## config.mk

```make
export PLATFORM = sky130hd
export DESIGN_NAME = rd_fifo_buf_pixel_reader_flat
export DESIGN_NICKNAME = d
export VERILOG_FILES = /design/src/rtl/rd_fifo_buf_pkg.sv /design/src/rtl/rd_fifo_buf_pixel_reader_if.sv /design/src/rtl/rd_fifo_buf_pixel_reader.sv /design/src/flat_wrapper.sv
export SDC_FILE = /design/constraint.sdc
export NUM_CORES = 1
export LEC_CHECK = 0
export ABC_AREA = 1
export CAP_MARGIN = 20
export CORE_UTILIZATION = 40
export DETAILED_ROUTE_END_ITERATION = 10
export HOLD_SLACK_MARGIN = 0.1
export PLACE_DENSITY = 0.64
export SYNTH_ARGS = -nofsm -noshare
export SYNTH_HDL_FRONTEND = slang
export SYNTH_SLANG_ARGS = --single-unit
```

## constraint.sdc

```tcl
create_clock -name rd_clk -period 3.11 [get_ports rd_clk]
set_input_delay 0.4665 -clock rd_clk [delete_from_list [all_inputs] [get_ports rd_clk]]
set_output_delay 0.4665 -clock rd_clk [all_outputs]
set_load 0.1 [all_outputs]
```

## src/rtl/rd_fifo_buf_pkg.sv

```systemverilog
// Shared definitions for the prefetch read-FIFO pixel reader: FSM encoding and
// pixels-per-word derivation with its legality check.
package rd_fifo_buf_pkg;

    typedef enum logic [1:0] {
        ST_IDLE  = 2'd0,
        ST_PRIME = 2'd1,
        ST_RUN   = 2'd2
    } rd_state_t;

    function automatic int calc_ppw(input int data_w, input int pix_w);
        return data_w / pix_w;
    endfunction

    // The word must split into a power-of-two number of whole pixels.
    function automatic bit ppw_legal(input int data_w, input int pix_w);
        int ppw;
        ppw = 0;
        if (pix_w <= 0)
            return 1'b0;
        if ((data_w % pix_w) != 0)
            return 1'b0;
        ppw = data_w / pix_w;
        return (ppw > 0) && ((ppw & (ppw - 1)) == 0);
    endfunction

endpackage

```

## src/rtl/rd_fifo_buf_pixel_reader_if.sv

```systemverilog
// Read port of the prefetch FIFO: head word, head valid and pop request.
// The reader is the master (issues pops); the FIFO is the slave.
interface rd_fifo_buf_pixel_reader_if #(
    parameter int FIFO_DATA_W = 32
);
    logic [FIFO_DATA_W-1:0] fifo_rd_data;
    logic                   fifo_rd_vld;
    logic                   fifo_rd_en;

    modport master (
        input  fifo_rd_data,
        input  fifo_rd_vld,
        output fifo_rd_en
    );

    modport slave (
        output fifo_rd_data,
        output fifo_rd_vld,
        input  fifo_rd_en
    );
endinterface

```

## src/rtl/rd_fifo_buf_pixel_reader.sv

```systemverilog
// Pops wide words from the prefetch read FIFO and unpacks them into a
// frame-aligned pixel stream on display pixel requests, tracking underflow.
//
// state | meaning
// IDLE  | no frame active, no pops
// PRIME | frame started, waiting for the holding register to fill
// RUN   | serving pixels on pix_req until the next frame_start
module rd_fifo_buf_pixel_reader
    import rd_fifo_buf_pkg::*;
#(
    parameter int FIFO_DATA_W = 32,
    parameter int PIX_W       = 16,
    parameter int LINE_PIX    = 1280,
    parameter int CNT_W       = 16
) (
    input  logic                         rd_clk,
    input  logic                         rd_rst,
    input  logic                         i_frame_start,
    input  logic                         i_pix_req,
    output logic [PIX_W-1:0]             o_pix_data,
    output logic                         o_pix_vld,
    output logic                         o_line_end,
    output logic                         o_primed,
    output logic                         o_underflow,
    output logic [CNT_W-1:0]             o_underflow_cnt,
    rd_fifo_buf_pixel_reader_if.master   fifo
);

    localparam int PPW   = calc_ppw(FIFO_DATA_W, PIX_W);
    localparam int IDX_W = (PPW > 1) ? $clog2(PPW) : 1;
    localparam int LC_W  = (LINE_PIX > 1) ? $clog2(LINE_PIX) : 1;
    localparam logic [IDX_W-1:0] IDX_LAST = IDX_W'(PPW - 1);
    localparam logic [LC_W-1:0]  LC_LAST  = LC_W'(LINE_PIX - 1);

    generate
        if (!ppw_legal(FIFO_DATA_W, PIX_W)) begin : g_bad_cfg
            $error("FIFO_DATA_W must be PIX_W times a power of two");
        end
    endgenerate

    rd_state_t              r_state;
    logic [FIFO_DATA_W-1:0] r_hold_data;
    logic                   r_hold_vld;
    logic [IDX_W-1:0]       r_idx;
    logic [LC_W-1:0]        r_line_cnt;
    logic [PIX_W-1:0]       r_pix_data;
    logic                   r_pix_vld;
    logic                   r_line_end;
    logic                   r_primed;
    logic                   r_underflow;
    logic [CNT_W-1:0]       r_underflow_cnt;

    logic                   w_run_req;
    logic                   w_serve;
    logic                   w_starve;
    logic                   w_last_pix;
    logic                   w_consume_last;
    logic                   w_rd_en;
    logic                   w_pop;
    logic [IDX_W-1:0]       w_idx_inc;
    logic [PIX_W-1:0]       w_pix;
    rd_state_t              w_state_nxt;
    logic                   w_hold_vld_nxt;

    always_comb begin
        w_run_req      = (r_state == ST_RUN) && i_pix_req && !i_frame_start;
        w_serve        = w_run_req && r_hold_vld;
        w_starve       = w_run_req && !r_hold_vld;
        w_last_pix     = (r_line_cnt == LC_LAST);
        w_consume_last = w_serve && ((r_idx == IDX_LAST) || w_last_pix);
        w_rd_en        = (r_state != ST_IDLE) && !i_frame_start
                         && (!r_hold_vld || w_consume_last);
        w_pop          = w_rd_en && fifo.fifo_rd_vld;
        w_idx_inc      = (r_idx == IDX_LAST) ? '0 : r_idx + IDX_W'(1);
    end

    // Little-endian unpack: pixel 0 of a word sits in the least-significant bits.
    always_comb begin
        w_pix = '0;
        for (int i = 0; i < PPW; i++) begin
            if (r_idx == IDX_W'(i))
                w_pix = r_hold_data[i*PIX_W +: PIX_W];
        end
    end

    always_comb begin
        w_state_nxt    = r_state;
        w_hold_vld_nxt = r_hold_vld;
        if (i_frame_start) begin
            w_state_nxt    = ST_PRIME;
            w_hold_vld_nxt = 1'b0;
        end else begin
            if (r_state == ST_PRIME && r_hold_vld)
                w_state_nxt = ST_RUN;
            if (w_pop)
                w_hold_vld_nxt = 1'b1;
            else if (w_consume_last)
                w_hold_vld_nxt = 1'b0;
        end
    end

    assign fifo.fifo_rd_en = w_rd_en;

    always_ff @(posedge rd_clk or posedge rd_rst) begin
        if (rd_rst) begin
            r_state         <= ST_IDLE;
            r_hold_data     <= '0;
            r_hold_vld      <= 1'b0;
            r_idx           <= '0;
            r_line_cnt      <= '0;
            r_pix_data      <= '0;
            r_pix_vld       <= 1'b0;
            r_line_end      <= 1'b0;
            r_primed        <= 1'b0;
            r_underflow     <= 1'b0;
            r_underflow_cnt <= '0;
        end else begin
            r_state    <= w_state_nxt;
            r_hold_vld <= w_hold_vld_nxt;
            r_primed   <= (w_state_nxt == ST_RUN) && w_hold_vld_nxt;
            r_pix_data <= '0;
            r_pix_vld  <= 1'b0;
            r_line_end <= 1'b0;

            if (i_frame_start) begin
                r_idx           <= '0;
                r_line_cnt      <= '0;
                r_underflow     <= 1'b0;
                r_underflow_cnt <= '0;
            end else begin
                if (w_pop)
                    r_hold_data <= fifo.fifo_rd_data;

                if (w_serve) begin
                    r_pix_data <= w_pix;
                    r_pix_vld  <= 1'b1;
                    r_line_end <= w_last_pix;
                end

                if (w_starve) begin
                    r_underflow <= 1'b1;
                    if (r_underflow_cnt != '1)
                        r_underflow_cnt <= r_underflow_cnt + CNT_W'(1);
                end

                // Starved slots still advance position so the line stays aligned.
                if (w_serve || w_starve) begin
                    if (w_last_pix) begin
                        r_idx      <= '0;
                        r_line_cnt <= '0;
                    end else begin
                        r_idx      <= w_idx_inc;
                        r_line_cnt <= r_line_cnt + LC_W'(1);
                    end
                end
            end
        end
    end

    assign o_pix_data      = r_pix_data;
    assign o_pix_vld       = r_pix_vld;
    assign o_line_end      = r_line_end;
    assign o_primed        = r_primed;
    assign o_underflow     = r_underflow;
    assign o_underflow_cnt = r_underflow_cnt;

endmodule

```

## src/flat_wrapper.sv

```systemverilog
// flat-port wrapper written by rule: the top's interface ports become plain ports
module rd_fifo_buf_pixel_reader_flat import rd_fifo_buf_pkg::*;
#(
    parameter int FIFO_DATA_W = 32,
    parameter int PIX_W       = 16,
    parameter int LINE_PIX    = 1280,
    parameter int CNT_W       = 16
)
  (rd_clk, rd_rst, i_frame_start, i_pix_req, o_pix_data, o_pix_vld, o_line_end, o_primed, o_underflow, o_underflow_cnt, fifo_fifo_rd_data, fifo_fifo_rd_vld, fifo_fifo_rd_en);
  rd_fifo_buf_pixel_reader_if #(.FIFO_DATA_W(FIFO_DATA_W)) fifo_i ();
  input  logic rd_clk;
  input  logic rd_rst;
  input  logic i_frame_start;
  input  logic i_pix_req;
  output logic [PIX_W-1:0] o_pix_data;
  output logic o_pix_vld;
  output logic o_line_end;
  output logic o_primed;
  output logic o_underflow;
  output logic [CNT_W-1:0] o_underflow_cnt;
  input wire logic [$bits(fifo_i.fifo_rd_data)-1:0] fifo_fifo_rd_data;
  input wire logic [$bits(fifo_i.fifo_rd_vld)-1:0] fifo_fifo_rd_vld;
  output wire logic [$bits(fifo_i.fifo_rd_en)-1:0] fifo_fifo_rd_en;
  assign fifo_i.fifo_rd_data = fifo_fifo_rd_data;
  assign fifo_i.fifo_rd_vld = fifo_fifo_rd_vld;
  assign fifo_fifo_rd_en = fifo_i.fifo_rd_en;
  rd_fifo_buf_pixel_reader #(.FIFO_DATA_W(FIFO_DATA_W), .PIX_W(PIX_W), .LINE_PIX(LINE_PIX), .CNT_W(CNT_W)) u_core (.rd_clk(rd_clk), .rd_rst(rd_rst), .i_frame_start(i_frame_start), .i_pix_req(i_pix_req), .o_pix_data(o_pix_data), .o_pix_vld(o_pix_vld), .o_line_end(o_line_end), .o_primed(o_primed), .o_underflow(o_underflow), .o_underflow_cnt(o_underflow_cnt), .fifo(fifo_i));
endmodule
```

==> results.txt <==
The flip-flop and latch count after synthesis is 83. The number of vias after detailed routing came out at 3302. The number of antenna violations at the first check in global routing is 0. The flip-flop and latch area is 0.00208 mm². Headroom to the max-slew limit came out at 62.0%. In this run the critical register-to-register path is captured at u_core.r_hold_data[31]$_DFFE_PP0P_. Sorting the synthesized cells by how often they occur yields 159 x sky130_fd_sc_hd__nand2_1, 83 x sky130_fd_sc_hd__dfrtp_1, 35 x sky130_fd_sc_hd__nand4_1. The synthesized area came out at 0.00396 mm².

The routed wire length per instance is 13.8 µm. The overall power consumption came out at 2.39 mW. In this run, synthesis inferred 0 flip-flops with an integrated enable. Summing the areas of all xor and xnor instances in the mapped netlist gives 3.09% of the synthesized area. The number of different library cells used by synthesis comes to 37.

The remaining design rule violation count came out at 0. The fmax came out at 388 MHz. The H-tree was split into 3 levels. The global route total overflow is 0.

The switching part of the total power came out at 32.0%. Following the worst setup path forward leads to its endpoint at fifo_fifo_rd_en. The sequential element share of the synthesized area is 52.4%. Of the cells placed in the final design, the portion with a size suffix greater than 1 is 17.2%. The internal power of the cells totals 1.63 mW. The number of sinks handled by clock tree synthesis came out at 83. The DRC marker count from the first detailed-route iteration came out at 160.

By instance count, the leading cell after synthesis is sky130_fd_sc_hd__nand2_1. The minimum setup slack among reg-to-reg paths came out at 840 ps. The power per cell area came out at 491 mW/mm². The insertion delay of the later-clocked pin in the worst-skew pair is 360 ps. For the final database, setup skew stands at 10.4 ps. The first global-routing pass estimated 14.9 mm of wire. The net count of the finished layout is 563. The starting density of the core is 42.1%. The number of global-route vias before repair was 3085.

The vias per cell came out at 5.02. The leakage power of the design is 2.33 nW. The number of diodes is 0.

The y dimension of the die is 102 µm. After clock tree synthesis, the setup repair step added 0 buffers. The worst ir drop on vdd came out at 0.206 mV. The kind of critical path is reg2out. The multiplexer share of the synthesized area came out at 0%.

The start of the worst register-to-register path is u_core.r_line_cnt[0]$_DFFE_PP0P_. The minimum clock period after layout is 2580 ps. After detailed routing, the total wire length is 9.09 mm. The final max-slew violation count came to 0. The total global routing track utilization came out at 18.7%. The maximum fanout along the worst path is 4. The worst setup path is launched from a flop. The critical path arrival is 2110 ps. The overall die area is 0.0103 mm².

Of the total synthesized cell area, the portion taken by full adders, half adders and majority gates is 0.631%. After clock tree synthesis, the flow added hold-fix buffers numbering 0. The net count of the mapped netlist came out at 494. Of the total power, registers draw 51.7%. The post-synthesis compound-gate area fraction came out at 7.39%. The clock-pin slew on the worst setup and hold paths came out at 100 ps.

Setup violations remaining at the end of the flow were counted as 0. The combinational power share is 17.6%. The dominant combinational cell family by area after synthesis is simple AND/OR/NAND/NOR gates. The die extent in x came out at 102 µm. The maximum count of clock buffers along a single path is 2. The total core area came out at 0.00942 mm². The number of cells on the worst reg-to-reg path is 10.

The quantity of gates resized following cts came out at 0. For the pin with the worst max-slew slack, the measured transition is 567 ps. The warning count from the yosys run is 0. After floorplanning, the core was divided into 35 placement rows. The gate count of the mapped netlist came out at 455. The first-pass detailed-route iteration total came out at 5.

The part of the total power dissipated in the clock network came out at 30.7%. Among all flip-flop cells after synthesis, the most frequent one is sky130_fd_sc_hd__dfrtp_1. The final RePlAce weighted congestion is 0.791. For this design the total switching power over the nets is 0.764 mW. The number of top-level pins is 74. In this run the clock root is driven by a sky130_fd_sc_hd__clkbuf_8. The HPWL reported at the end of detailed placement came out at 6.07 mm. A synthesized cell averages 8.71 µm². Entering global routing, the biggest net connects 55 pins. The area of the multi-input gates is 0.00163 mm². Buffers placed on the I/O ports in this run total 73. The final hold violation count came to 0.

The final sum of negative setup slack is 0 ps. The flow ran to the end, and the final reports show no timing, DRC or antenna violations. The post-route fraction of the period consumed by the critical path is 83.0%. The top cell type's share of synthesized area is 52.4%. Of all flip-flops after synthesis, the portion carrying an async set or reset was 100%. The synthesis-to-finish area growth came out at 22.8%. By area the synthesized netlist is led by sky130_fd_sc_hd__dfrtp_1 52%, sky130_fd_sc_hd__nand2_1 15%, sky130_fd_sc_hd__nand4_1 5.5%. In this run the worst setup path begins at u_core.r_line_cnt[0]$_DFFE_PP0P_. The simple logic cell fraction of the synthesized area is 29.9%. TritonCTS created 9 clock buffers.

The CTS tree is built. The data required time at the worst endpoint came out at 2640 ps. The remaining antenna violation count is 0.

Setup repair after global routing left no endpoint under its margin. The path class of the lowest-slack min-delay path is in2async. The critical path endpoint category is an output pin. The biggest area contributor in the post-synthesis netlist is sky130_fd_sc_hd__dfrtp_1. Max-cap violations in this run came to 0.

The filler cell count came out at 882.
[kinds of logic after synthesis]
group,Yosys count
AOI/OAI and AO/OA,48
xor gates and xnor gates,14
adders and majority gates,2
buffers and inverters,51
DFF,83
and+or+nand+nor,257
[cell usage in the layout (no fill, tap or decap), types with 9 or more instances in the layout]
cell type / instances
sky130_fd_sc_hd__nand3_1: 19
sky130_fd_sc_hd__clkbuf_8: 9
sky130_fd_sc_hd__nand4_1: 35
sky130_fd_sc_hd__nor2_1: 20
sky130_fd_sc_hd__clkdlybuf4s50_1: 36
sky130_fd_sc_hd__nand2_2: 9
sky130_fd_sc_hd__a21oi_1: 19
sky130_fd_sc_hd__xor2_1: 12
sky130_fd_sc_hd__buf_4: 41
sky130_fd_sc_hd__dfrtp_1: 83
sky130_fd_sc_hd__nand2_1: 159
sky130_fd_sc_hd__inv_1: 24
[state kept, by name (all words and copies together), names as in the netlist]
name,cells
u_core.r_state,2
u_core.o_underflow,1
u_core.r_line_cnt,11
u_core.o_pix_data,16
u_core.o_underflow_cnt,16
u_core.r_idx,1
u_core.o_line_end,1
u_core.o_primed,1
u_core.o_pix_vld,1
u_core.r_hold_data,32
u_core.r_hold_vld,1
[layout make-up]
| type | instances | area share [%] |
|---|---|---|
| inverters | 30 | 2.34 |
| well taps | 129 | 3.32 |
| clock buffers | 9 | 2.55 |
| clock inverters | 7 | 1.16 |
| repair buffers | 79 | 14.6 |
| flip-flops and latches | 83 | 42.7 |
| multi-input cells | 321 | 33.4 |
[per-layer routing]
| metal | GRT usage, % | up-vias | wire (µm) |
|---|---|---|---|
| met5 | 0 | - | 0 |
| met2 | 28.7 | 70 | 4320 |
| met4 | 7.47 | 0 | 147 |
| li1 | - | 1625 | - |
| met1 | 26.9 | 1594 | 4250 |
| met3 | 2.55 | 13 | 365 |
[worst max-delay path, cell delays in order, from the launching register on]
cell                      delay, ps
sky130_fd_sc_hd__dfrtp_1        400
sky130_fd_sc_hd__ha_1           200
sky130_fd_sc_hd__nand2_1         90
sky130_fd_sc_hd__nor2_2         150
sky130_fd_sc_hd__nand3_1        170
sky130_fd_sc_hd__nand2_1        140
sky130_fd_sc_hd__nand2_2         80
sky130_fd_sc_hd__a21oi_1        300
sky130_fd_sc_hd__buf_12         220
[through the flow]
| stage | utilization (%) | instances | instance area, µm² | setup slack [ps] | hold slack, ps |
|---|---|---|---|---|---|
| detailed placement | 49.8 | 642 | 4690 | 522 | 458 |
| finish | 51.7 | 658 | 4870 | 529 | 451 |
| CTS | 51.7 | 658 | 4870 | 476 | 463 |
| floorplan | - | 455 | 3960 | 128 | 442 |
| global placement | 49.8 | 642 | 4690 | 559 | 454 |
| global route | 51.7 | 658 | 4870 | 412 | 485 |
[power groups by stage]
stage	Combinational, mW	Clock, mW	Sequential (mW)
finish	0.420	0.733	1.24
floorplan	0.262	0	1.28
detailed placement	0.425	0	1.26
CTS	0.427	0.753	1.24
global route	0.475	0.802	1.25
global placement	0.420	0	1.26
[worst min path at each step]
stage | from | to | slack, ps | cells past startpoint
6_report | rd_rst | u_core.o_pix_data[7]$_DFF_PP0_ | 450 | 2
5_1_grt | rd_rst | u_core.o_pix_data[7]$_DFF_PP0_ | 480 | 2
3_5_place_dp | u_core.r_hold_data[29]$_DFFE_PP0P_ | u_core.r_hold_data[29]$_DFFE_PP0P_ | 460 | 2
4_1_cts | rd_rst | u_core.o_pix_data[7]$_DFF_PP0_ | 460 | 2
2_1_floorplan | u_core.r_hold_data[29]$_DFFE_PP0P_ | u_core.r_hold_data[29]$_DFFE_PP0P_ | 440 | 2
3_3_place_gp | u_core.r_hold_data[23]$_DFFE_PP0P_ | u_core.r_hold_data[23]$_DFFE_PP0P_ | 450 | 2
No activity file was read; power rests on OpenSTA's default activity.
